File: src/rtl/cross_correlation_valid.sv
// cross_correlation_valid: buffers sequences A and B, then emits each valid-mode lag sum from one shared MAC
module cross_correlation_valid #(
  parameter int M = 3,
  parameter int N = 3,
  parameter int DATA_WIDTH = 16
) (
  input  logic                           clk,
  input  logic                           reset,
  input  logic                           valid_in_A,
  input  logic                           valid_in_B,
  input  logic signed [DATA_WIDTH-1:0]   a_in,
  input  logic signed [DATA_WIDTH-1:0]   b_in,
  output logic                           valid_out,
  output logic signed [2*DATA_WIDTH-1:0] correlation_out
);
  localparam int AW = $clog2(M + 1);
  localparam int NW = $clog2(N + 1);
  localparam int W = DATA_WIDTH;
  typedef enum logic [1:0] {LOAD, COMPUTE, EMIT} state_t;
  state_t state_q, state_d;
  logic [AW-1:0] a_cnt_q, a_cnt_d, k_q, k_d;
  logic [NW-1:0] b_cnt_q, b_cnt_d, i_q, i_d;
  logic signed [2*W-1:0] acc_q, acc_d, corr_q, corr_d, prod;
  logic valid_q, valid_d;
  logic signed [W-1:0] a_q [2**AW];
  logic signed [W-1:0] a_d [2**AW];
  logic signed [W-1:0] b_q [2**NW];
  logic signed [W-1:0] b_d [2**NW];
  assign prod = a_q[k_q + AW'(i_q)] * b_q[i_q];
  always_comb begin
    state_d = state_q;
    a_cnt_d = a_cnt_q;
    b_cnt_d = b_cnt_q;
    k_d = k_q;
    i_d = i_q;
    acc_d = acc_q;
    corr_d = corr_q;
    valid_d = 1'b0;
    a_d = a_q;
    b_d = b_q;
    case (state_q)
      LOAD: begin
        if (valid_in_A && a_cnt_q != AW'(M)) begin
          a_d[a_cnt_q] = a_in;
          a_cnt_d = a_cnt_q + 1'b1;
        end
        if (valid_in_B && b_cnt_q != NW'(N)) begin
          b_d[b_cnt_q] = b_in;
          b_cnt_d = b_cnt_q + 1'b1;
        end
        if (a_cnt_d == AW'(M) && b_cnt_d == NW'(N)) begin
          state_d = COMPUTE;
          k_d = '0;
          i_d = '0;
          acc_d = '0;
        end
      end
      COMPUTE: begin
        acc_d = acc_q + prod;
        i_d = i_q + 1'b1;
        state_d = i_q == NW'(N - 1) ? EMIT : COMPUTE;
      end
      EMIT: begin
        valid_d = 1'b1;
        corr_d = acc_q;
        if (k_q != AW'(M - N)) begin
          k_d = k_q + 1'b1;
          i_d = '0;
          acc_d = '0;
          state_d = COMPUTE;
        end else begin
          a_cnt_d = '0;
          b_cnt_d = '0;
          k_d = '0;
          state_d = LOAD;
        end
      end
      default: state_d = LOAD;
    endcase
  end
  always_ff @(posedge clk) begin
    if (!reset) begin
      state_q <= LOAD;
      a_cnt_q <= '0;
      b_cnt_q <= '0;
      k_q <= '0;
      i_q <= '0;
      acc_q <= '0;
      corr_q <= '0;
      valid_q <= 1'b0;
    end else begin
      state_q <= state_d;
      a_cnt_q <= a_cnt_d;
      b_cnt_q <= b_cnt_d;
      k_q <= k_d;
      i_q <= i_d;
      acc_q <= acc_d;
      corr_q <= corr_d;
      valid_q <= valid_d;
      a_q <= a_d;
      b_q <= b_d;
    end
  end
  assign valid_out = valid_q;
  assign correlation_out = corr_q;
endmodule

File: config.mk
export PLATFORM = sky130hd
export DESIGN_NAME = cross_correlation_valid
export DESIGN_NICKNAME = d
export VERILOG_FILES = /design/src/rtl/cross_correlation_valid.sv
export SDC_FILE = /design/constraint.sdc
export NUM_CORES = 1
export LEC_CHECK = 0
export ABC_AREA = 1
export BUFFER_PORTS_ARGS = -buffer_cell sky130_fd_sc_hd__buf_2
export CAP_MARGIN = 20
export CORE_MARGIN = 1
export CORE_UTILIZATION = 58
export CTS_CLUSTER_SIZE = 12
export DETAILED_ROUTE_END_ITERATION = 7
export GPL_ROUTABILITY_DRIVEN = 0
export GPL_TIMING_DRIVEN = 1
export HOLD_SLACK_MARGIN = 0.02
export PLACE_DENSITY = 0.78
export SYNTH_ARGS = -nofsm -noshare
export SYNTH_HDL_FRONTEND = slang
export SYNTH_SLANG_ARGS = --single-unit
File: constraint.sdc
create_clock -name clk -period 6.8 [get_ports clk]
set_input_delay 0.68 -clock clk [delete_from_list [all_inputs] [get_ports clk]]
set_output_delay 0.68 -clock clk [all_outputs]
set_load 0.02 [all_outputs]
## Word-level counts from Yosys, hierarchy flattened

Index checks and enable logic that the tools add are counted.

| word-level totals | value |
|---|---|
| register bits | 203 |
| input bits | 36 |

| cells by class | value |
|---|---|
| mux-type cells | 32 |
| reduce and logical (&&, ||, !) cells | 14 |
| add/subtract/negate cells | 6 |
| multipliers | 1 |
| bitwise gates (word level) | 4 |
| $lt $le $gt $ge | 6 |
| equality and inequality tests | 10 |

Operators with widths:

| cell | number |
|---|---|
| bitwise mux 64 bit | 2 |
| two-way mux 16 bit | 6 |
| one-hot mux 32 bit (3 select lines) | 1 |
| binary-select mux 16 bit (select 2 bit) | 2 |
| demux 16 bit (select 2 bit) | 2 |
| two-way mux 32 bit | 2 |
| adder 32 bit | 1 |
| multiplier 16 x 16 -> 32 bit | 1 |
| two-way mux 2 bit | 10 |
| >= comparator 3 bit (second input constant) | 4 |
| NOT 2 -> 3 bit | 4 |
| one-hot mux 2 bit (2 select lines) | 3 |
| one-hot mux 2 bit (3 select lines) | 2 |
| != test 2 bit (second input constant) | 5 |
| AND reduction 3 bit | 3 |
| adder 2 x 1 -> 2 bit (second input constant) | 4 |
| equality test 2 bit (second input constant) | 4 |
| less-than comparator 3 x 1 -> 1 bit (second input constant) | 2 |
| logical AND 1 bit | 5 |
| AND reduction 2 bit | 2 |
| nonzero test 2 bit | 2 |
| nonzero test 3 bit | 1 |
| adder 2 bit | 1 |
| equality test 2 x 1 -> 1 bit (second input constant) | 1 |
| other kinds (2) | 3 |

## Depth between registers and ports, before layout

| depth | value |
|---|---|
| depth after elaboration | 8 |
| depth in mapped cells | 36 |
| gate-level depth less buffers | 34 |

## Worst setup path before layout

OpenSTA, ideal clock, no wires.

| path | value |
|---|---|
| path kind | flip-flop to flip-flop |
| start point | register i_q[0] |
| end point | register acc_q[30] |
| stages on the path, launching flop included | 32 |
| required time | 6.668 ns |
| path buffers | 2 |
| setup time | 0.132 ns |
| path slack | 0.457 ns |
| period minus slack after synthesis | 6.343 ns |
| data arrival time | 6.211 ns |
| cell sequence | dfxtp_1 > ha_1 > buf_2 > o21ai_0 > nand2_4 > nand2_1 > buf_2 > nor2_1 > fa_1 > inv_1 > fa_1 > inv_1 > fa_1 > inv_1 > fa_1 > inv_1 > fa_1 > inv_1 > fa_1 > inv_1 > ha_1 > inv_1 > nor3_1 > inv_1 > nor2_1 > inv_1 > nor2_1 > nor2_1 > nand2_1 > nand2_1 > nand3_1 > a21oi_1 |

| between the ends | value |
|---|---|
| word-level cells in the longest chain between the ends | 8 |
| elaborated cells between the ends (all ways) | 12 |
| those cells by class | add/sub (2); mul (1); mux (7); bitwise (2) |

Ends and longest elaborated chain:

| element | RTL line | text |
|---|---|---|
| start, declared | 22 | `logic [NW-1:0] b_cnt_q, b_cnt_d, i_q, i_d;` |
| start signal, assigned | 96 | `i_q <= i_d;` |
| adder 2 bit | 29 | `assign prod = a_q[k_q + AW'(i_q)] * b_q[i_q];` |
| NOT 2 -> 3 bit (implied by the code) | 29 |  |
| binary-select mux 16 bit (select 2 bit) | 29 |  |
| two-way mux 16 bit (implied by the code) (2 in series) | 29 |  |
| multiplier 16 x 16 -> 32 bit (*) | 29 |  |
| adder 32 bit (*) | 59 | `acc_d = acc_q + prod;` |
| one-hot mux 32 bit (3 select lines) (*) | 41 | `case (state_q)` |
| end signal, assigned | 88 | `acc_q <= '0;` |
| end signal, assigned | 97 | `acc_q <= acc_d;` |
| end, declared | 23 | `logic signed [2*W-1:0] acc_q, acc_d, corr_q, corr_d, prod;` |

Mark *: on every way between the ends. The rest lies on a longest branch, timed or not. The select of a mux whose other input is x is not followed.
A chain may end at the register's enable or synchronous reset.

## Worst setup path after layout

| path | value |
|---|---|
| start point | register i_q[0] |
| end point | register acc_q[21] |

Same word-level chain as after synthesis.

==> key figures <==
Status
  • Status: complete, no violations

Critical path
  • Critical Path AT: ~7.1 ns
  • Crit path launch: i_q[0]$_SDFFE_PN0P_
  • CP Class: flip-flop to flip-flop
  • Reg2reg end: acc_q[21]$_SDFFE_PN0P_
  • R2r worst-path depth: 26
  • Crit. End Element: flip-flop
  • Critical Path RT: 7.25 ns
  • Critical R2R Launch: i_q[0]$_SDFFE_PN0P_
  • CP Launch Type: flip-flop
  • Register-to-Register Setup Slack: 0.15 ns
  • CP max FO: 15

Logic synthesis
  • Post-Synth Adder-Cell Area: 37.6%
  • Number of synthesized flops with an enable pin: 128
  • Post-synthesis sequential area ratio: 27.8%
  • Synth Cell Area: between 15,000 and 20,000 sq um
  • Post-synth top flop: edfxtp_1
  • Post-synthesis simple-gate area fraction: 16.2%
  • Avg Inst Size Synth: 9.28 sq um
  • Largest family of logic cells by synthesized area: adder cells
  • Netlist cell types: 50
  • Ys async rst share: 0%
  • XOR/XNOR Fraction of Synth Area: less than 1%
  • Synthesized instance count: ~2,100
  • Mux cell area share after synthesis: 1.56%
  • Post-synthesis compound-gate area fraction: between 6 and 7%
  • Synthesized flop and latch total: 203
  • Synthesis warning total: 0

STA
  • Setup TNS: 0 ns
  • Tcrit/Tclk final: 97.8%
  • Slew @ Worst Pin: 0.977 ns
  • Minimum clock period: 6.65 ns
  • Final Hold Viols: 0
  • Clk_skew: ~0.027 ns
  • Max Slew Vio Count: 0
  • Max Clock Freq: 150 MHz
  • Final setup viols: 0
  • Max_slew headroom: approximately a third

Die
  • Rows: 66
  • Placeable core area: 32,500 sq um
  • Die width: 184 um
  • Io pins: 69
  • DIE AREA: 33,900 sq um
  • Die Y: about 180 um
  • Initial core utilization: between 50% and 60%

Global route
  • Largest net degree at the start of global routing: 42
  • Number of global-route vias before repair: between 10,000 and 15,000
  • Initial antenna violation count: 0
  • GRT Total Usage: 29.0%
  • Global-route wire length before repair: 75,900 um
  • Grt ovf: 0

Run
  • Max Cap Violations: 0

Routing
  • DR pass1 iterations: 6
  • Via density: 5.46
  • Via count: roughly 15,000
  • Routed length per instance: 17.7 um
  • Routed WL: 47,200 um
  • DRC errors left: 0
  • Post-route ant nets: 0
  • Iter 0 DRT Violations: 1,243

Final layout
  • Multi-input gate area: 12,300 sq um
  • Fill cell count: 2,533
  • Layout cells sized above 1: between 10 and 15%
  • # diodes: 0
  • Fin nets: 2,652
  • Area Growth Syn to Fin: 12.7%
  • Register Area: 5350 sq um

Worst hold path
  • Worst Hold Endpoint: b_q[51]$_DFFE_PP_
  • Hold_sp: b_in[3]
  • Hold depth: 1
  • Hold Crit Class: input pin to flip-flop

CTS
  • Sinks on Clock Net: 203
  • Clock Latency Late Sink: 0.52 ns
  • Num CTS Buffers: 24
  • Max Root-Sink Buffers: 3
  • H-Tree Depth: 1
  • Reg clk slew, reported paths: approximately 0.060 ns
  • CTS tree: done
  • Root buf cell: clkbuf_16

Placed design
  • Final HPWL DP: between 30,000 and 40,000 um
  • Buffers on Ports: 68
-- cell usage in the layout (no fill, tap or decap), types with 54 or more instances in the layout --
| master | instances |
|---|---|
| a21oi_1 | 76 |
| buf_2 | 68 |
| buf_4 | 54 |
| dfxtp_1 | 73 |
| edfxtp_1 | 128 |
| fa_1 | 288 |
| ha_1 | 99 |
| inv_1 | 406 |
| nand2_1 | 317 |
| nor2_1 | 279 |
| o21ai_0 | 63 |
-- cell families after synthesis --
family	count (synthesis)
AO/OA/AOI/OAI	190
XOR/XNOR	5
adder cells (fa/ha/maj)	402
buffers and inverters	491
flip-flops	203
multiplexers	30
other	1
AND/OR/NAND/NOR	749
-- worst max-delay path by stage --
stage | to | cells after the start
4_1_cts | acc_q[31]$_SDFFE_PN0P_ | 31
3_5_place_dp | acc_q[30]$_SDFFE_PN0P_ | 31
2_1_floorplan | acc_q[30]$_SDFFE_PN0P_ | 31
5_1_grt | acc_q[21]$_SDFFE_PN0P_ | 26
6_report | acc_q[21]$_SDFFE_PN0P_ | 26
3_3_place_gp | acc_q[30]$_SDFFE_PN0P_ | 32
-- synth_stat cells, types with 14 or more instances --
master | number | area [sq um]
clkbuf_1 | 19 | 71.3
o21ai_0 | 68 | 340
nand2_1 | 324 | 1220
a21oi_1 | 82 | 410
nand3_1 | 44 | 220
ha_1 | 110 | 1380
edfxtp_1 | 128 | 3840
or2_1 | 14 | 87.6
inv_1 | 414 | 1550
fa_1 | 292 | 5850
nor2_1 | 294 | 1100
buf_2 | 22 | 110
dfxtp_1 | 75 | 1500
or2_2 | 29 | 181
inv_2 | 25 | 93.8
mux2i_1 | 30 | 300
nand2_2 | 15 | 93.8
-- per-layer routing --
layer	part of all wire [%]	vias up	GRT usage, %
li1	-	6627	-
met1	40	7039	38.8
met4	4.3	0	10.3
met5	0	-	0
met2	47	769	47.8
met3	8.9	157	4.75
-- sequential cells by signal, indices dropped and copies added (netlist names) --
register	count
b_q	64
k_q	2
state_q	2
i_q	2
a_cnt_q	2
acc_q	32
a_q	64
b_cnt_q	2
valid_out	1
correlation_out	32
-- timing repair --
item                                    4_1_cts  5_1_grt
endpoints found under the setup margin        9       19
hold buffers                                  0        0
gates resized for setup                      11       81
buffers inserted                              2       14
pin swaps                                     3        9
gates cloned                                  1        1
hold endpoints to repair                      0        0
-- per-stage QoR --
stage / instance area, sq um / std cells / util [%] / worst slack, ns / hold WS (ns)
floorplan: 19300 / 2102 / - / 0.457 / 0.439
global placement: 20400 / 2611 / 62.6 / -0.0147 / 0.450
detailed placement: 20400 / 2611 / 62.6 / -0.157 / 0.482
CTS: 21200 / 2655 / 65.2 / 0.0121 / 0.364
global route: 21600 / 2671 / 66.5 / -0.104 / 0.375
finish: 21600 / 2671 / 66.5 / 0.149 / 0.379
-- area by class of cell --
type,instances,share of cell area [%]
multi-input cells,1408,56.9
clock inverters,12,0.439
repair buffers,137,4.71
clock buffers,29,2.96
inverters,440,7.77
flip-flops and latches,203,24.7
well taps,442,2.56
-- worst max-delay path, cell delays in order (launching register included) --
cell,delay [ns]
dfxtp_4,0.38
ha_4,0.33
buf_12,0.18
mux2i_1,0.20
nand2_1,0.08
nand2_2,0.17
clkinvlp_4,0.22
nand2_1,0.15
fa_1,0.46
fa_1,0.53
fa_1,0.53
inv_1,0.06
fa_1,0.54
fa_1,0.53
inv_1,0.06
fa_1,0.48
inv_1,0.07
ha_4,0.32
nand2_1,0.12
inv_1,0.12
nand3_1,0.15
nor2_2,0.20
nand4_1,0.12
nand3_1,0.15
or2_2,0.13
nand3_1,0.09
a21oi_2,0.20
Power is left out: the tool's default activity adds up to more than one toggle a clock period on the data nets, which glitch-free logic cannot reach.
